[config.mk]
export PLATFORM = sky130hd
export DESIGN_NAME = ahb_slave_mux_n
export DESIGN_NICKNAME = d
export VERILOG_FILES = /design/src/rtl/ahb_slave_mux_n.sv
export SDC_FILE = /design/constraint.sdc
export NUM_CORES = 1
export LEC_CHECK = 0
export BUFFER_PORTS_ARGS = -buffer_cell sky130_fd_sc_hd__buf_2
export CAP_MARGIN = 10
export CORE_ASPECT_RATIO = 0.7
export CORE_MARGIN = 2
export CORE_UTILIZATION = 25
export DETAILED_ROUTE_END_ITERATION = 8
export GPL_ROUTABILITY_DRIVEN = 0
export SLEW_MARGIN = 20
export SYNTH_ARGS = -nofsm -noshare
export SYNTH_HDL_FRONTEND = slang
export SYNTH_SLANG_ARGS = --single-unit
[constraint.sdc]
create_clock -name HCLK -period 4.85 [get_ports HCLK]
set_input_delay 0 -clock HCLK [delete_from_list [all_inputs] [get_ports HCLK]]
set_output_delay 0 -clock HCLK [all_outputs]
set_load 0.03 [all_outputs]
[src/rtl/ahb_slave_mux_n.sv]
// AHB-Lite slave-side interconnect: address decode, data-phase response mux,
// built-in default (ERROR) slave and a saturating completed-error counter.
module ahb_slave_mux_n #(
   parameter int unsigned NUM_SLAVES = 2,
   parameter int unsigned ADDR_W     = 32,
   parameter int unsigned DATA_W     = 32,
   parameter int unsigned SLOT_LSB   = 10,
   parameter int unsigned SLOT_BITS  = 2,
   parameter int unsigned CNT_W      = 16
) (
   input  logic                         HCLK,
   input  logic                         HRESET,
   input  logic [ADDR_W-1:0]            HADDR,
   input  logic [1:0]                   HTRANS,
   input  logic                         HWRITE,
   output logic [NUM_SLAVES-1:0]        HSEL_S,
   input  logic [NUM_SLAVES*DATA_W-1:0] HRDATA_S,
   input  logic [NUM_SLAVES-1:0]        HREADYOUT_S,
   input  logic [NUM_SLAVES-1:0]        HRESP_S,
   output logic                         HREADY,
   output logic [DATA_W-1:0]            HRDATA,
   output logic                         HRESP,
   input  logic                         ERR_CLR,
   output logic [CNT_W-1:0]             ERR_COUNT
);

   // First address past the contiguous slave map (one extra bit avoids overflow).
   localparam logic [ADDR_W:0] MAP_TOP = (ADDR_W+1)'(NUM_SLAVES) << SLOT_LSB;

   typedef enum logic [1:0] {
      DS_NONE,
      DS_SLAVE,
      DS_DEFAULT
   } dsel_kind_t;

   typedef enum logic [1:0] {
      DF_IDLE,
      DF_ERR1,
      DF_ERR2
   } dflt_state_t;

   logic                 mapped;
   logic [SLOT_BITS-1:0] slot;
   logic                 err_start;

   dsel_kind_t           dsel_kind, dsel_kind_nxt;
   logic [SLOT_BITS-1:0] dsel_idx, dsel_idx_nxt;
   dflt_state_t          state, state_nxt;
   logic [CNT_W-1:0]     err_count;

   // Direction and the SEQ/NONSEQ distinction do not affect routing.
   logic unused_inputs;
   assign unused_inputs = ^{HWRITE, HTRANS[0]};

   assign mapped    = ({1'b0, HADDR} < MAP_TOP);
   assign slot      = HADDR[SLOT_LSB +: SLOT_BITS];
   assign err_start = HREADY && HTRANS[1] && !mapped;
   assign ERR_COUNT = err_count;

   // One-hot slave select, independent of HTRANS.
   always_comb begin
      HSEL_S = '0;
      for (int i = 0; i < int'(NUM_SLAVES); i++) begin
         if (mapped && (slot == SLOT_BITS'(i))) begin
            HSEL_S[i] = 1'b1;
         end
      end
   end

   // Data-phase select follows the decode on every accepted cycle, else holds.
   always_comb begin
      dsel_kind_nxt = dsel_kind;
      dsel_idx_nxt  = dsel_idx;
      if (HREADY) begin
         dsel_idx_nxt = slot;
         if (mapped) begin
            dsel_kind_nxt = DS_SLAVE;
         end else if (HTRANS[1]) begin
            dsel_kind_nxt = DS_DEFAULT;
         end else begin
            dsel_kind_nxt = DS_NONE;
         end
      end
   end

   // Default slave next state: two-cycle ERROR per unmapped active transfer.
   always_comb begin
      state_nxt = state;
      case (state)
         DF_IDLE: if (err_start) state_nxt = DF_ERR1;
         DF_ERR1: state_nxt = DF_ERR2;
         DF_ERR2: state_nxt = err_start ? DF_ERR1 : DF_IDLE;
         default: state_nxt = DF_IDLE;
      endcase
   end

   // Response mux; default-slave outputs are decoded straight from its state
   // so the FSM next-state logic can depend on HREADY without a loop.
   always_comb begin
      HRDATA = '0;
      HREADY = 1'b1;
      HRESP  = 1'b0;
      case (dsel_kind)
         DS_SLAVE: begin
            for (int i = 0; i < int'(NUM_SLAVES); i++) begin
               if (dsel_idx == SLOT_BITS'(i)) begin
                  HRDATA = HRDATA_S[i*DATA_W +: DATA_W];
                  HREADY = HREADYOUT_S[i];
                  HRESP  = HRESP_S[i];
               end
            end
         end
         DS_DEFAULT: begin
            HREADY = (state != DF_ERR1);
            HRESP  = (state != DF_IDLE);
         end
         default: begin
            HRDATA = '0;
            HREADY = 1'b1;
            HRESP  = 1'b0;
         end
      endcase
   end

   // Select and default-slave state registers.
   always_ff @(posedge HCLK) begin
      if (HRESET) begin
         dsel_kind <= DS_NONE;
         dsel_idx  <= '0;
         state     <= DF_IDLE;
      end else begin
         dsel_kind <= dsel_kind_nxt;
         dsel_idx  <= dsel_idx_nxt;
         state     <= state_nxt;
      end
   end

   // Count completed ERROR responses; clear has priority, saturates at all-ones.
   always_ff @(posedge HCLK) begin
      if (HRESET || ERR_CLR) begin
         err_count <= '0;
      end else if (HREADY && HRESP && (err_count != {CNT_W{1'b1}})) begin
         err_count <= err_count + CNT_W'(1);
      end
   end

endmodule

* Word level (Yosys, flattened, before mapping)
Cells that the tools add are included. W data, S select, Z words.
Storage, ports and cells: register bits after elaboration 22, input port bits 106
Cells by class: add/sub/neg operators 1, order comparisons 1, equal/unequal tests 9, muxes and demuxes 16, reduce and logical (&&, ||, !) cells 12
Operators with widths (count):
- $mux W32 | 3
- $lt A32 B12 Y1 const B | 1
- $add A16 B1 Y16 const B | 1
- $ne A16 B16 Y1 const B | 1
- $eq A2 B1 Y1 const B | 4
- $mux W1 | 7
- $logic_and A1 B1 Y1 | 6
- $logic_not A2 Y1 | 3
- $mux W2 | 3
- $pmux W2 S3 | 1
- $eq A2 B2 Y1 const B | 2
- $pmux W1 S2 | 2
- $ne A2 B1 Y1 const B | 1
- $ne A2 B2 Y1 const B | 1
- $reduce_bool A2 Y1 | 1
- $logic_not A1 Y1 | 1
- $logic_or A1 B1 Y1 | 1

* Depth between registers and ports, before layout
word-level depth 8, depth in mapped cells 10, gate-level depth less buffers 8

* Worst setup path after synthesis
No wires, ideal clock.
kind register to register, start register dsel_kind[1], end register err_count[9] (netlist: ERR_COUNT[9]), setup time 0.069 ns, arrival 2.094 ns, required time 4.781 ns, slack 2.687 ns, cell stages (with the launch flop) 10, buffers on the path 2, period minus slack after synthesis 2.163 ns, cell sequence dfxtp_1 > inv_1 > ha_1 > nand2b_1 > buf_2 > o32ai_4 > o211ai_2 > buf_6 > or3_1 > a21oi_2
On the way: cells in the longest elaborated chain, start to end 4, elaborated cells between the ends (all ways) 6
RTL lines:
- start, declared | RTL line 46 | dsel_kind_t dsel_kind, dsel_kind_nxt;
- start signal, assigned | RTL line 132 | dsel_kind <= dsel_kind_nxt;
- $eq A2 B2 Y1 / $eq A2 B1 Y1 (equally long branches) | RTL line 103 | case (dsel_kind)
- $pmux W1 S2 * | RTL line 103
- named net HRESP | RTL line 22 | output logic HRESP,
- $logic_and A1 B1 Y1 * (2 in series) | RTL line 142 | end else if (HREADY && HRESP && (err_count != {CNT_W{1'b1}})) begin
- end signal, assigned | RTL line 143 | err_count <= err_count + CNT_W'(1);
- end, declared | RTL line 49 | logic [CNT_W-1:0] err_count;
Mark *: on every way through the listed nets, which the timed path passes. The rest lies on a longest branch. A chain may end at the register's enable or synchronous reset.

* Worst setup path after layout
start register dsel_idx[0], end register dsel_idx[0]
On the way: cells in the longest elaborated chain, start to end 4, elaborated cells between the ends (all ways) 5
RTL lines:
- start, declared | RTL line 47 | logic [SLOT_BITS-1:0] dsel_idx, dsel_idx_nxt;
- start signal, assigned | RTL line 133 | dsel_idx <= dsel_idx_nxt;
- $logic_not A2 Y1 | RTL line 106 | if (dsel_idx == SLOT_BITS'(i)) begin
- $mux W1 | RTL line 106
- $mux W1 * | RTL line 106
- $pmux W1 S2 * | RTL line 103
Mark *: on every way between the ends. The rest lies on a longest branch, timed or not.

==> summary.md <==
| Metric | Value |
|---|---|
| Status | `completed` |
| Die W | `103 um` |
| Area occupied by registers | `442 um2` |
| TritonCTS clock tree | `built` |
| Arr. time, crit path | `around 2.8 ns` |
| Core area | `6690 um2` |
| DR WL met3 | `roughly 250 um` |
| Post-CTS setup buffer count | `0` |
| Total power | `453 uW` |
| Antenna violations before repair | `0` |
| Count of final hold-check violations | `0` |
| Slew HR | `a little under a third` |
| Crit path max fanout | `35` |
| Setup CP Type | `flip-flop to flip-flop` |
| Worst Skew | `0.00378 ns` |
| First-pass GRT wire length | `7670 um` |
| Area grow syn2layout | `52.3%` |
| Share of layout cells above drive strength 1 | `48.7%` |
| Crit path launch type | `flip-flop` |
| Syn Nets | `320` |
| # diodes | `0` |
| Die area | `between 7000 and 8000 um2` |
| Post-synthesis sequential area ratio | `between 20% and 30%` |
| Vias per inst | `4.50` |
| CP Capture Type | `flip-flop` |
| Final setup vio count | `0` |
| Detailed-route wire length | `5360 um` |
| Actual transition at the worst max-transition pin | `a little over 1 ns` |
| CTS Root Buffer Type | `clkbuf_8` |
| Final setup TNS | `0 ns` |
| Global Route Usage Sum | `12.4%` |
| Slew Limit Fails | `0` |
| Number of port buffers | `145` |
| Clock Pin Slew Worst Setup and Hold Paths | `approximately 0.090 ns` |
| Starting Density | `25.7%` |
| Top cells by area, synth | `dfxtp_1 (26%), mux2i_1 (19%), nor2_1 (8.5%)` |
| Final worst-path cycle share | `54.9%` |
| Area of the multi-input gates | `1190 um2` |
| DRT met1 WL | `2570 um` |
| Routed vias | `2010` |
| CP required | `5.01 ns` |
| Hold WC Path Type | `primary input to flip-flop` |
| Switching power total | `106 uW` |
| Pin count of the biggest net entering global routing | `36` |
| Sw Share | `roughly a quarter` |
| Part of the power in combinational logic | `between 10% and 20%` |
| Final min period | `2.66 ns` |
| Drt initial violations | `38` |
| Power share of the clock group | `38.1%` |
| Top layer in use | `met4` |
| RSZ-0062 raised after global routing | `false` |
| Clock tree sinks | `22` |
| Leakage | `0.00122 uW` |
| Vias in the first global route | `1709` |
| Post-CTS sizing | `0` |
| Rows | `25` |
| Synthesized instance count | `roughly 210` |
| Max Cap Viol | `0` |
| Later-pin clock latency in the skew report | `0.26 ns` |
| Post-route ant nets | `0` |
| FMAX | `0.376 GHz` |
| Pre-antenna DRT Iters | `4` |
| Pint | `347 uW` |
| Peak VDD IR | `92.2 uV` |
| Congestion Overflow GR | `0` |
| Total CTS buffers | `3` |
| # fillers | `around 730` |
| Synthesized area | `1720 um2` |
| IO Pins | `158` |
| Netlist cell types | `35` |
| Clock Path Buffers | `2` |
| Syn_area_per_cell | `8.16 um2` |
| R2R Setup Slk | `2.19 ns` |
| WL met2 | `2500 um` |
| Synth Register Bits | `22` |
| DRC Markers | `0` |
| Synth warn | `0` |
| Synth top area share | `25.6%` |
| Sequential share of power | `42.8%` |
| Clock H-tree levels | `1` |
| PD cells | `approximately 170 nW/um2` |
| Hpwl dp | `4360 um` |
| Final nets | `463` |
| Die height | `73.4 um` |
| Cell taking the most area after synthesis | `dfxtp_1` |
| WL per Instance | `12.0 um` |
## synth_stat cells
master / instances
a21o_1: 1
a21oi_1: 10
a21oi_2: 7
a221oi_4: 1
a2bb2oi_1: 1
and2_1: 1
and3_1: 2
and4_1: 4
buf_12: 1
buf_2: 1
buf_6: 2
clkbuf_1: 9
dfxtp_1: 22
ha_1: 3
inv_1: 3
inv_4: 1
mux2_4: 1
mux2i_1: 33
nand2_1: 10
nand2b_1: 4
nand3_1: 8
nand4_1: 6
nor2_1: 39
nor2b_1: 1
nor3_1: 1
nor4_1: 5
o211ai_2: 1
o21ai_0: 7
o21ai_2: 7
o31ai_1: 1
o32ai_4: 1
or2_2: 1
or3_1: 13
or4_1: 2
xor2_2: 1
## area by class of cell
| class | count | share of cell area [%] |
|---|---|---|
| Multi-Input combinational cell | 172 | 45.4 |
| Timing Repair Buffer | 151 | 29.9 |
| Sequential cell | 22 | 16.8 |
| Tap cell | 94 | 4.48 |
| Clock buffer | 3 | 1.57 |
| Clock inverter | 1 | 1.15 |
| Inverter | 4 | 0.668 |
## power by group through the flow
stage,registers [uW],logic (uW),clock network [uW]
6_report,194,86.4,173
5_1_grt,195,95.3,184
4_1_cts,194,86.6,178
3_5_place_dp,198,82.7,0
3_3_place_gp,198,80.7,0
2_1_floorplan,189,50.4,0
## sequential cells by signal (all words and copies together) (netlist names)
| register | cells |
|---|---|
| ERR_COUNT | 16 |
| dsel_kind | 2 |
| dsel_idx | 2 |
| state | 2 |
## layer usage
layer | GRT usage [%] | vias to the layer above
met5 | 0 | -
met2 | 19.7 | 59
met1 | 17.8 | 891
met4 | 2.19 | 0
li1 | - | 1058
met3 | 2.09 | 2
## worst max-delay path, stage by stage (launching register included)
cell and delay, ns:
dfxtp_2 1.01, mux2_4 0.37, a221oi_4 0.36, inv_4 0.12, nand2_1 0.09, a21oi_1 0.06
dlygate4sd3_1 0.54
## cell usage in the layout, fill, tap and decap left out, drive strengths merged, types with 2 or more instances in the layout
cell / netlist / final
o21ai: 14 / 14
mux2i: 33 / 33
or3: 13 / 13
nor2: 39 / 39
dlygate4sd3: 0 / 5
and3: 2 / 2
ha: 3 / 3
nand4: 6 / 6
clkbuf: 9 / 3
a21oi: 17 / 17
and4: 4 / 4
nand2b: 4 / 4
nand2: 10 / 10
nor4: 5 / 5
inv: 4 / 4
dfxtp: 22 / 22
nand3: 8 / 8
or4: 2 / 2
buf: 4 / 146
## through the flow
step / hold slack [ns] / instances / cell area, um2 / setup WS [ns] / utilization, %
after floorplan: 0.110 / 211 / 1720 / 2.69 / -
after CTS: 0.0268 / 447 / 2610 / 1.93 / 39.0
after detailed placement: 0.261 / 438 / 2490 / 1.96 / 37.2
after global placement: 0.256 / 438 / 2490 / 2.01 / 37.2
final: 0.0406 / 447 / 2620 / 2.19 / 39.2
after global routing: 0.0452 / 447 / 2620 / 1.97 / 39.2
## final timing paths
| kind | from | to | cells after the start |
|---|---|---|---|
| max | dsel_idx[0]$_SDFFE_PP0P_ | dsel_idx[0]$_SDFFE_PP0P_ | 6 |
| min | ERR_CLR | ERR_COUNT[1]$_SDFFE_PP0P_ | 4 |
| max reg2reg | dsel_idx[0]$_SDFFE_PP0P_ | dsel_idx[0]$_SDFFE_PP0P_ | 6 |
| min reg2reg | ERR_COUNT[7]$_SDFFE_PP0P_ | ERR_COUNT[7]$_SDFFE_PP0P_ | 2 |
## repair_timing
item,in CTS,in global routing
hold buffers,5,0
endpoints found under the setup margin,0,0
endpoints found under the hold margin,6,0
## logic make-up (layout without fill, tap and decap cells)
logic type	count (synthesis)	count (layout)	share of synthesized area (%)
flops	22	22	25.6
buf+inv	17	159	5.74
compound gates	37	37	17.3
fa+ha+maj	3	3	2.18
mux	34	34	20.1
xor+xnor	1	1	0.945
simple gates	97	97	28.2
(Power assumes the default switching activity.)
